<file path="config.mk">
export PLATFORM = sky130hd
export DESIGN_NAME = demux_1to2_stream
export DESIGN_NICKNAME = d
export VERILOG_FILES = /design/src/rtl/demux_pkg.sv /design/src/rtl/demux_out_slot.sv /design/src/rtl/demux_1to2_stream.sv
export SDC_FILE = /design/constraint.sdc
export NUM_CORES = 1
export LEC_CHECK = 0
export ABC_AREA = 1
export CORE_ASPECT_RATIO = 1.25
export CORE_MARGIN = 10
export CORE_UTILIZATION = 30
export CTS_CLUSTER_DIAMETER = 60
export DETAILED_ROUTE_END_ITERATION = 6
export GPL_TIMING_DRIVEN = 0
export SLEW_MARGIN = 30
export SYNTH_ARGS = -nofsm -noshare
export SYNTH_HDL_FRONTEND = slang
export SYNTH_SLANG_ARGS = --single-unit
export TNS_END_PERCENT = 30
</file>
<file path="constraint.sdc">
create_clock -name clk -period 2.2 [get_ports clk]
set_input_delay 0.33 -clock clk [delete_from_list [all_inputs] [get_ports clk]]
set_output_delay 0.33 -clock clk [all_outputs]
set_load 0.02 [all_outputs]
</file>
<file path="src/rtl/demux_pkg.sv">
// Shared types and constants for the 1-to-2 stream demultiplexer.
package demux_pkg;

    typedef enum logic {
        ST_IDLE = 1'b0,
        ST_BUSY = 1'b1
    } state_t;

    localparam logic SEL_OUT0 = 1'b0;
    localparam logic SEL_OUT1 = 1'b1;

endpackage

</file>
<file path="src/rtl/demux_out_slot.sv">
// One-entry registered output slot with valid/ready handshake.
module demux_out_slot #(
    parameter int WIDTH = 8
) (
    input  logic             clk,
    input  logic             rst,
    input  logic             load,
    input  logic [WIDTH-1:0] d,
    input  logic             d_last,
    input  logic             ready,
    output logic             valid,
    output logic [WIDTH-1:0] q,
    output logic             q_last,
    output logic             free
);

    assign free = !valid || ready;

    // Payload only changes on load, so it stays stable under backpressure.
    always_ff @(posedge clk or posedge rst) begin
        if (rst) begin
            valid  <= 1'b0;
            q      <= '0;
            q_last <= 1'b0;
        end else if (load) begin
            valid  <= 1'b1;
            q      <= d;
            q_last <= d_last;
        end else if (ready) begin
            valid  <= 1'b0;
        end
    end

endmodule

</file>
<file path="src/rtl/demux_1to2_stream.sv">
// Packet-aware 1-to-2 stream demux: route is latched on the first beat.
module demux_1to2_stream
    import demux_pkg::*;
#(
    parameter int WIDTH = 8
) (
    input  logic             clk,
    input  logic             rst,
    input  logic             s0,
    input  logic             in_valid,
    output logic             in_ready,
    input  logic [WIDTH-1:0] in_data,
    input  logic             in_last,
    output logic             out0_valid,
    input  logic             out0_ready,
    output logic [WIDTH-1:0] out0_data,
    output logic             out0_last,
    output logic             out1_valid,
    input  logic             out1_ready,
    output logic [WIDTH-1:0] out1_data,
    output logic             out1_last
);

    state_t state, state_nxt;
    logic   lock_sel, lock_nxt;
    logic   rsel;
    logic   free0, free1;
    logic   accept;
    logic   load0, load1;

    assign rsel     = (state == ST_IDLE) ? s0 : lock_sel;
    assign in_ready = (rsel == SEL_OUT1) ? free1 : free0;
    assign accept   = in_valid && in_ready;
    assign load0    = accept && (rsel == SEL_OUT0);
    assign load1    = accept && (rsel == SEL_OUT1);

    always_ff @(posedge clk or posedge rst) begin
        if (rst) begin
            state    <= ST_IDLE;
            lock_sel <= SEL_OUT0;
        end else begin
            state    <= state_nxt;
            lock_sel <= lock_nxt;
        end
    end

    always_comb begin
        state_nxt = state;
        lock_nxt  = lock_sel;
        unique case (state)
            ST_IDLE: begin
                if (accept && !in_last) begin
                    state_nxt = ST_BUSY;
                    lock_nxt  = s0;
                end
            end
            ST_BUSY: begin
                if (accept && in_last) begin
                    state_nxt = ST_IDLE;
                end
            end
            default: state_nxt = ST_IDLE;
        endcase
    end

    demux_out_slot #(.WIDTH(WIDTH)) u_slot0 (
        .clk    (clk),
        .rst    (rst),
        .load   (load0),
        .d      (in_data),
        .d_last (in_last),
        .ready  (out0_ready),
        .valid  (out0_valid),
        .q      (out0_data),
        .q_last (out0_last),
        .free   (free0)
    );

    demux_out_slot #(.WIDTH(WIDTH)) u_slot1 (
        .clk    (clk),
        .rst    (rst),
        .load   (load1),
        .d      (in_data),
        .d_last (in_last),
        .ready  (out1_ready),
        .valid  (out1_valid),
        .q      (out1_data),
        .q_last (out1_last),
        .free   (free1)
    );

endmodule

</file>
==> qor.txt, run 1 <==
FF+latch count, synth - 22
PortBufs - 35
Critical path, cell by cell - clkdlybuf4s50_1, nand2_1, nand2_2, nand2_1, nand2_1, clkdlybuf4s50_1
CTS max path bufs - 2
Synth area leaders - dfrtp_1 56%, o21ai_2 16%, nand2_1 12%
Critical setup path kind - primary input to output port
Die width - 71.4 um
Crit path from - s0
# placed instances - 173
Fin area - 1430 sq um
Lkg Pwr - 0.693 nW
Slew headroom - 44.0%
Initial antenna violation count - 0
Clock root buffer - clkbuf_8
CP max-delay cell - clkdlybuf4s50_1
Post-place setup slack - 104 ps
M1 GR Usage - 8.73%
Vias in the first global route - 879
Num rows - 23
Ports - 36
Post-synthesis compound-gate area fraction - 15.9%
Clock Latency Late Sink - 250 ps
Met3 Usage GRT - 4.00%
Outcome - finished, final reports clean
Seq pwr share - 34.0%
P_int - 0.00123 W
Hold WC Path Type - flop to flop
Htree depth - 1
GRT busiest layer - met2
Largest net degree at the start of global routing - 23
Fillers - 317
Crit-path max cell delay - 610 ps
Sw Share - 40.1%
Sequential-to-total area share from yosys stat - 55.6%
Fin Setup TNS - 0 ps
Die Area - 6010 sq um
Initial drt markers - 4
Yosys top cell area share - 55.6%
Drt drc - 0
Synth Cell Area - 990 sq um
Post-Route WL - 2.42 mm
Peak supply drop - 0.781 mV
Placed wire-length estimate - 1.87 mm
Register area - 551 sq um
Final Power - 0.00206 W
DR pass1 iterations - 4
Post-CTS Setup Repair Bufs - 0
GP Congestion - 0.717
Startpoint types - primary input
Worst-path clk slew - 70 ps
CP arrival - 1760 ps
Peak Freq - 478 MHz
Max Clock Skew - 1.16 ps
Max Slew Vio Count - 0
First-pass GRT wire length - 4.08 mm
Die Ht - 84.2 um
Largest family of logic cells by synthesized area - simple AND/OR/NAND/NOR gates
Most used cell, CP - nand2_1
Comb pwr share - 54.4%
Min-delay src - u_slot1.q[1]$_DFFE_PP0P_
Synth area leader - dfrtp_1
Simple-gate share of the synthesized area - 18.2%
Met2 global-route usage - 13.3%
Setup WS post-layout - 110 ps
Starting Density - 31.0%
Final setup violation count - 0
CP Capture Type - output port
Final hold violations - 0
Synthesized Nets - 116
Syn Area/Cell - 9.80 sq um
Post-DRT Antenna Nets - 0
Switching pwr - 0.000826 W
Mux share of post-synthesis cell area - 0%
Remaining global-route overflow - 0
Number of vias per cell - 4.47
WL/cell - 13.7 um
GRT Resource Usage Total - 8.18%
Min Tclk post-route - 2090 ps
Worst path required time - 1870 ps
Layout cells sized above 1 - 20.1%
Synth Area in Adders - 0%
Placed Area - 1390 sq um
Inserted Clock Buffers - 3
# clock sinks - 22
Cells after synthesis - 101
Clock power frac - 11.6%
Yosys cell types - 10
CTS Hold Bufs - 0
P&R area growth vs syn - 44.2%
Pwr dens - 1440 nW/um^2
Final Instance Count excl. Fillers - 176
Multi-input gate area - 338 sq um
Antenna diodes - 0
Worst-Margin Slew - 839 ps
Final Cycle Share - 95.0%
Synth warn - 0
Max FO, Critical Path - 3
Via count - 786
CTS tree - yes
Core area - 3190 sq um
Layout Nets - 156
Max capacitance violation total - 0
Post-cts gate resize count - 0
RSZ-0062 raised after global routing - false
Post-Synth XOR/XNOR Area - 0%
## worst paths after layout
path / to / slack (ps) / cells after the start
worst min register to register: u_slot1.q[1]$_DFFE_PP0P_ / 480 / 2
worst max register to register: flop / 990 / 7
max in group asynchronous: u_slot0.q[0]$_DFFE_PP0P_ / 1140 / 2
min in group asynchronous: u_slot1.q[5]$_DFFE_PP0P_ / 540 / 2
worst min-delay path: u_slot1.q[1]$_DFFE_PP0P_ / 480 / 2
worst max-delay path: in_ready / 110 / 6
## routing by layer
metal	part of all wire [%]	wire, um
met4	0.25	6
met5	0	0
met1	38	916
met2	52	1260
met3	9.6	233
## cell usage in the layout, fill, tap and decap left out
cell type,n
buf_6,4
nand2_2,1
nand2_1,32
nand3_1,5
o21ai_2,18
clkdlybuf4s50_1,35
inv_1,14
dfrtp_1,22
nand4_1,3
inv_2,1
nand3_2,1
clkbuf_8,3
## area by class of cell
class / instances / area share (%)
clock buffers: 3 / 2.89
well taps: 37 / 3.24
flip-flops and latches: 22 / 38.6
inverters: 15 / 3.94
multi-input cells: 60 / 23.7
plain buffers: 4 / 3.16
repair buffers: 35 / 24.5
## flip-flops by register name (all words and copies together) (netlist names), named ones only
signal          cells
u_slot0.valid       1
lock_sel            1
u_slot0.q           8
u_slot1.q           8
u_slot1.q_last      1
u_slot0.q_last      1
u_slot1.valid       1
## metrics by stage
| step | utilization (%) | hold slack [ps] |
|---|---|---|
| after floorplan | - | 319 |
| final | 44.7 | 481 |
| after CTS | 44.7 | 486 |
| after detailed placement | 43.4 | 468 |
| after global placement | 43.4 | 466 |
| after global routing | 44.7 | 516 |
## critical path: cells and delay by family
family,cells,cell delay [ps]
buffers and inverters,2,1120
AND/OR/NAND/NOR,4,310
## synth_stat cells, drive strengths merged
master / instances
inv: 15
nand2: 33
buf: 4
nand3: 6
dfrtp: 22
o21ai: 18
nand4: 3
## power groups by stage
| stage | Clock (W) | Combinational [W] | Sequential (W) |
|---|---|---|---|
| floorplan | 0 | 0.000429 | 0.000912 |
| global placement | 0 | 0.00113 | 0.000698 |
| detailed placement | 0 | 0.00114 | 0.000711 |
| CTS | 0.000246 | 0.00115 | 0.000706 |
| global route | 0.000259 | 0.00122 | 0.000726 |
| finish | 0.000239 | 0.00112 | 0.000701 |
## kinds of logic (layout without fill, tap and decap cells)
| group | count (synthesis) | after routing |
|---|---|---|
| simple gates | 42 | 42 |
| flops | 22 | 22 |
| buf+inv | 19 | 57 |
| compound gates | 18 | 18 |
Power figures use the tool's default switching activity.
==> inputs of run 2 (changes only) <==
--- a/config.mk
+++ b/config.mk
@@ -9,9 +9,11 @@
 export CORE_ASPECT_RATIO = 1.25
 export CORE_MARGIN = 10
 export CORE_UTILIZATION = 30
+export CTS_BUF_LIST = sky130_fd_sc_hd__clkbuf_16
 export CTS_CLUSTER_DIAMETER = 60
 export DETAILED_ROUTE_END_ITERATION = 6
 export GPL_TIMING_DRIVEN = 0
+export SETUP_SLACK_MARGIN = 0.3
 export SLEW_MARGIN = 30
 export SYNTH_ARGS = -nofsm -noshare
 export SYNTH_HDL_FRONTEND = slang
==> qor.txt, run 2 (synthesis gave the netlist of run 1 again) <==
Worst-Margin Slew - 841 ps (+2.44 ps)
CP arrival - 1490 ps (-270 ps)
Startpoint types - primary input
Biggest registers after layout - u_slot0.q (8), u_slot1.q (8)
Most frequent cells in the layout - 34 x clkdlybuf4s50_1, 32 x nand2_1, 22 x dfrtp_1
Min-delay src - u_slot1.q[1]$_DFFE_PP0P_
Fin Setup TNS - 0 ps (unchanged)
Max FO, Critical Path - 3 (unchanged)
Htree depth - 1 (unchanged)
Comb pwr share - 50.9% (-3.5 points)
CTS Hold Bufs - 0 (unchanged)
Worst hold stages - 2 (unchanged)
RSZ-0062 raised after global routing - false
GRT Resource Usage Total - 8.25% (+0.069 points)
Antenna diodes - 0 (unchanged)
Post-DRT Antenna Nets - 0 (unchanged)
Seq pwr share - 32.1% (-1.9 points)
Placed wire-length estimate - 1.87 mm (unchanged)
CTS tree - yes
Num rows - 23 (unchanged)
Outcome - finished, final reports clean
Final hold violations - 0 (unchanged)
# clock sinks - 22 (unchanged)
Layout Nets - 156 (unchanged)
Hold WC Path Type - flop to flop
Worst path required time - 1870 ps (about the same)
Lkg Pwr - 0.708 nW (+2.2%)
Clock power frac - 17.0% (+5.4 points)
Die Ht - 84.2 um (unchanged)
R2R setup slack - 1000 ps (about the same)
Vias in the first global route - 890 (+1.3%)
# placed instances - 173 (unchanged)
WL/cell - 13.8 um (+0.25%)
Peak Freq - 551 MHz (+15%)
Drt drc - 0 (unchanged)
Final Instance Count excl. Fillers - 176 (unchanged)
DR pass1 iterations - 4 (unchanged)
CP Capture Type - output port
Number of vias per cell - 4.45 (-0.38%)
Post-place setup slack - 104 ps (unchanged)
CTS max path bufs - 2 (unchanged)
Critical setup path kind - primary input to output port
Final Util - 45.7% (+1.0 points)
Worst Reg2Reg Path Length in Cells - 7 (unchanged)
Remaining global-route overflow - 0 (unchanged)
Post-Route WL - 2.42 mm (+0.25%)
GP Congestion - 0.717 (unchanged)
PortBufs - 35 (unchanged)
Starting Density - 31.0% (unchanged)
Hold EP - u_slot1.q[1]$_DFFE_PP0P_
Pwr dens - 1500 nW/um^2 (+3.8%)
Peak supply drop - 0.849 mV (+8.6%)
Inserted Clock Buffers - 3 (unchanged)
Clock root buffer - clkbuf_16
Most common cell after layout, fill and taps aside - clkdlybuf4s50_1
Clock Latency Late Sink - 250 ps (about the same)
Final setup violation count - 0 (unchanged)
Initial antenna violation count - 0 (unchanged)
Largest net degree at the start of global routing - 23 (unchanged)
Post-CTS Setup Repair Bufs - 0 (unchanged)
Via count - 783 (-0.38%)
P&R area growth vs syn - 47.5%
P_int - 0.00134 W (+9.0%)
Post-cts gate resize count - 1 (+1)
Ports - 36 (unchanged)
Worst-path clk slew - 50 ps (-20 ps)
Slew headroom - 43.9% (-0.16 points)
Core area - 3190 sq um (unchanged)
Max capacitance violation total - 0 (unchanged)
Final Cycle Share - 82.5% (-12 points)
Hold slack - 477 ps (-3.78 ps)
Max Slew Vio Count - 0 (unchanged)
Die Area - 6010 sq um (unchanged)
Max Clock Skew - 1.94 ps (+0.787 ps)
Switching pwr - 0.000841 W (+1.8%)
Sw Share - 38.5% (-1.6 points)
Die width - 71.4 um (unchanged)
First-pass GRT wire length - 4.09 mm (+0.17%)
Setup WS post-layout - 384 ps (+274 ps)
Layout cells sized above 1 - 20.1% (unchanged)
Initial drt markers - 5 (+1)
Min Tclk post-route - 1820 ps (-274 ps)
-- run 2: worst max-delay path by stage --
stage	from	endpoint	cells past startpoint
6_report	s0	in_ready	6
3_3_place_gp	s0	in_ready	6
3_5_place_dp	s0	in_ready	6
2_1_floorplan	u_slot0.valid$_DFFE_PP0P_	in_ready	3
4_1_cts	s0	in_ready	6
5_1_grt	s0	in_ready	6
-- run 2: worst max-delay path, stage by stage --
cell and delay (ps):
clkdlybuf4s50_1 510, nand2_1 90, nand2_2 90, nand2_1 50
nand2_1 80, dlygate4sd2_1 340
-- run 2: layout make-up --
cell class                      count  area, sq um
Fill cell                         318         1730
Sequential cell                    22          551
Timing Repair Buffer               35          349
Multi-Input combinational cell     60          338
Clock buffer                        3         75.1
Inverter                           15         56.3
Tap cell                           37         46.3
Buffer                              4         45.0
-- run 2: power by group through the flow --
| stage | combinational, W | sequential (W) | clock, W |
|---|---|---|---|
| after floorplan | 0.000429 | 0.000912 | 0 |
| final | 0.00111 | 0.000703 | 0.000371 |
| after CTS | 0.00114 | 0.000708 | 0.000378 |
| after detailed placement | 0.00114 | 0.000711 | 0 |
| after global routing | 0.00121 | 0.000728 | 0.000389 |
| after global placement | 0.00113 | 0.000698 | 0 |
-- run 2: routing by layer --
metal / share of wire, % / routed length (um) / track usage (%)
met5: 0 / 0 / 0
met4: 1.4 / 34 / 3.53
met3: 10 / 247 / 4.36
met2: 51 / 1240 / 13.4
met1: 37 / 906 / 8.59
-- run 2: stage by stage --
step	area, sq um	total power, W
after global placement	1390	0.00183
after CTS	1460	0.00223
after detailed placement	1390	0.00185
after floorplan	990	0.00134
final	1460	0.00219
after global routing	1460	0.00233
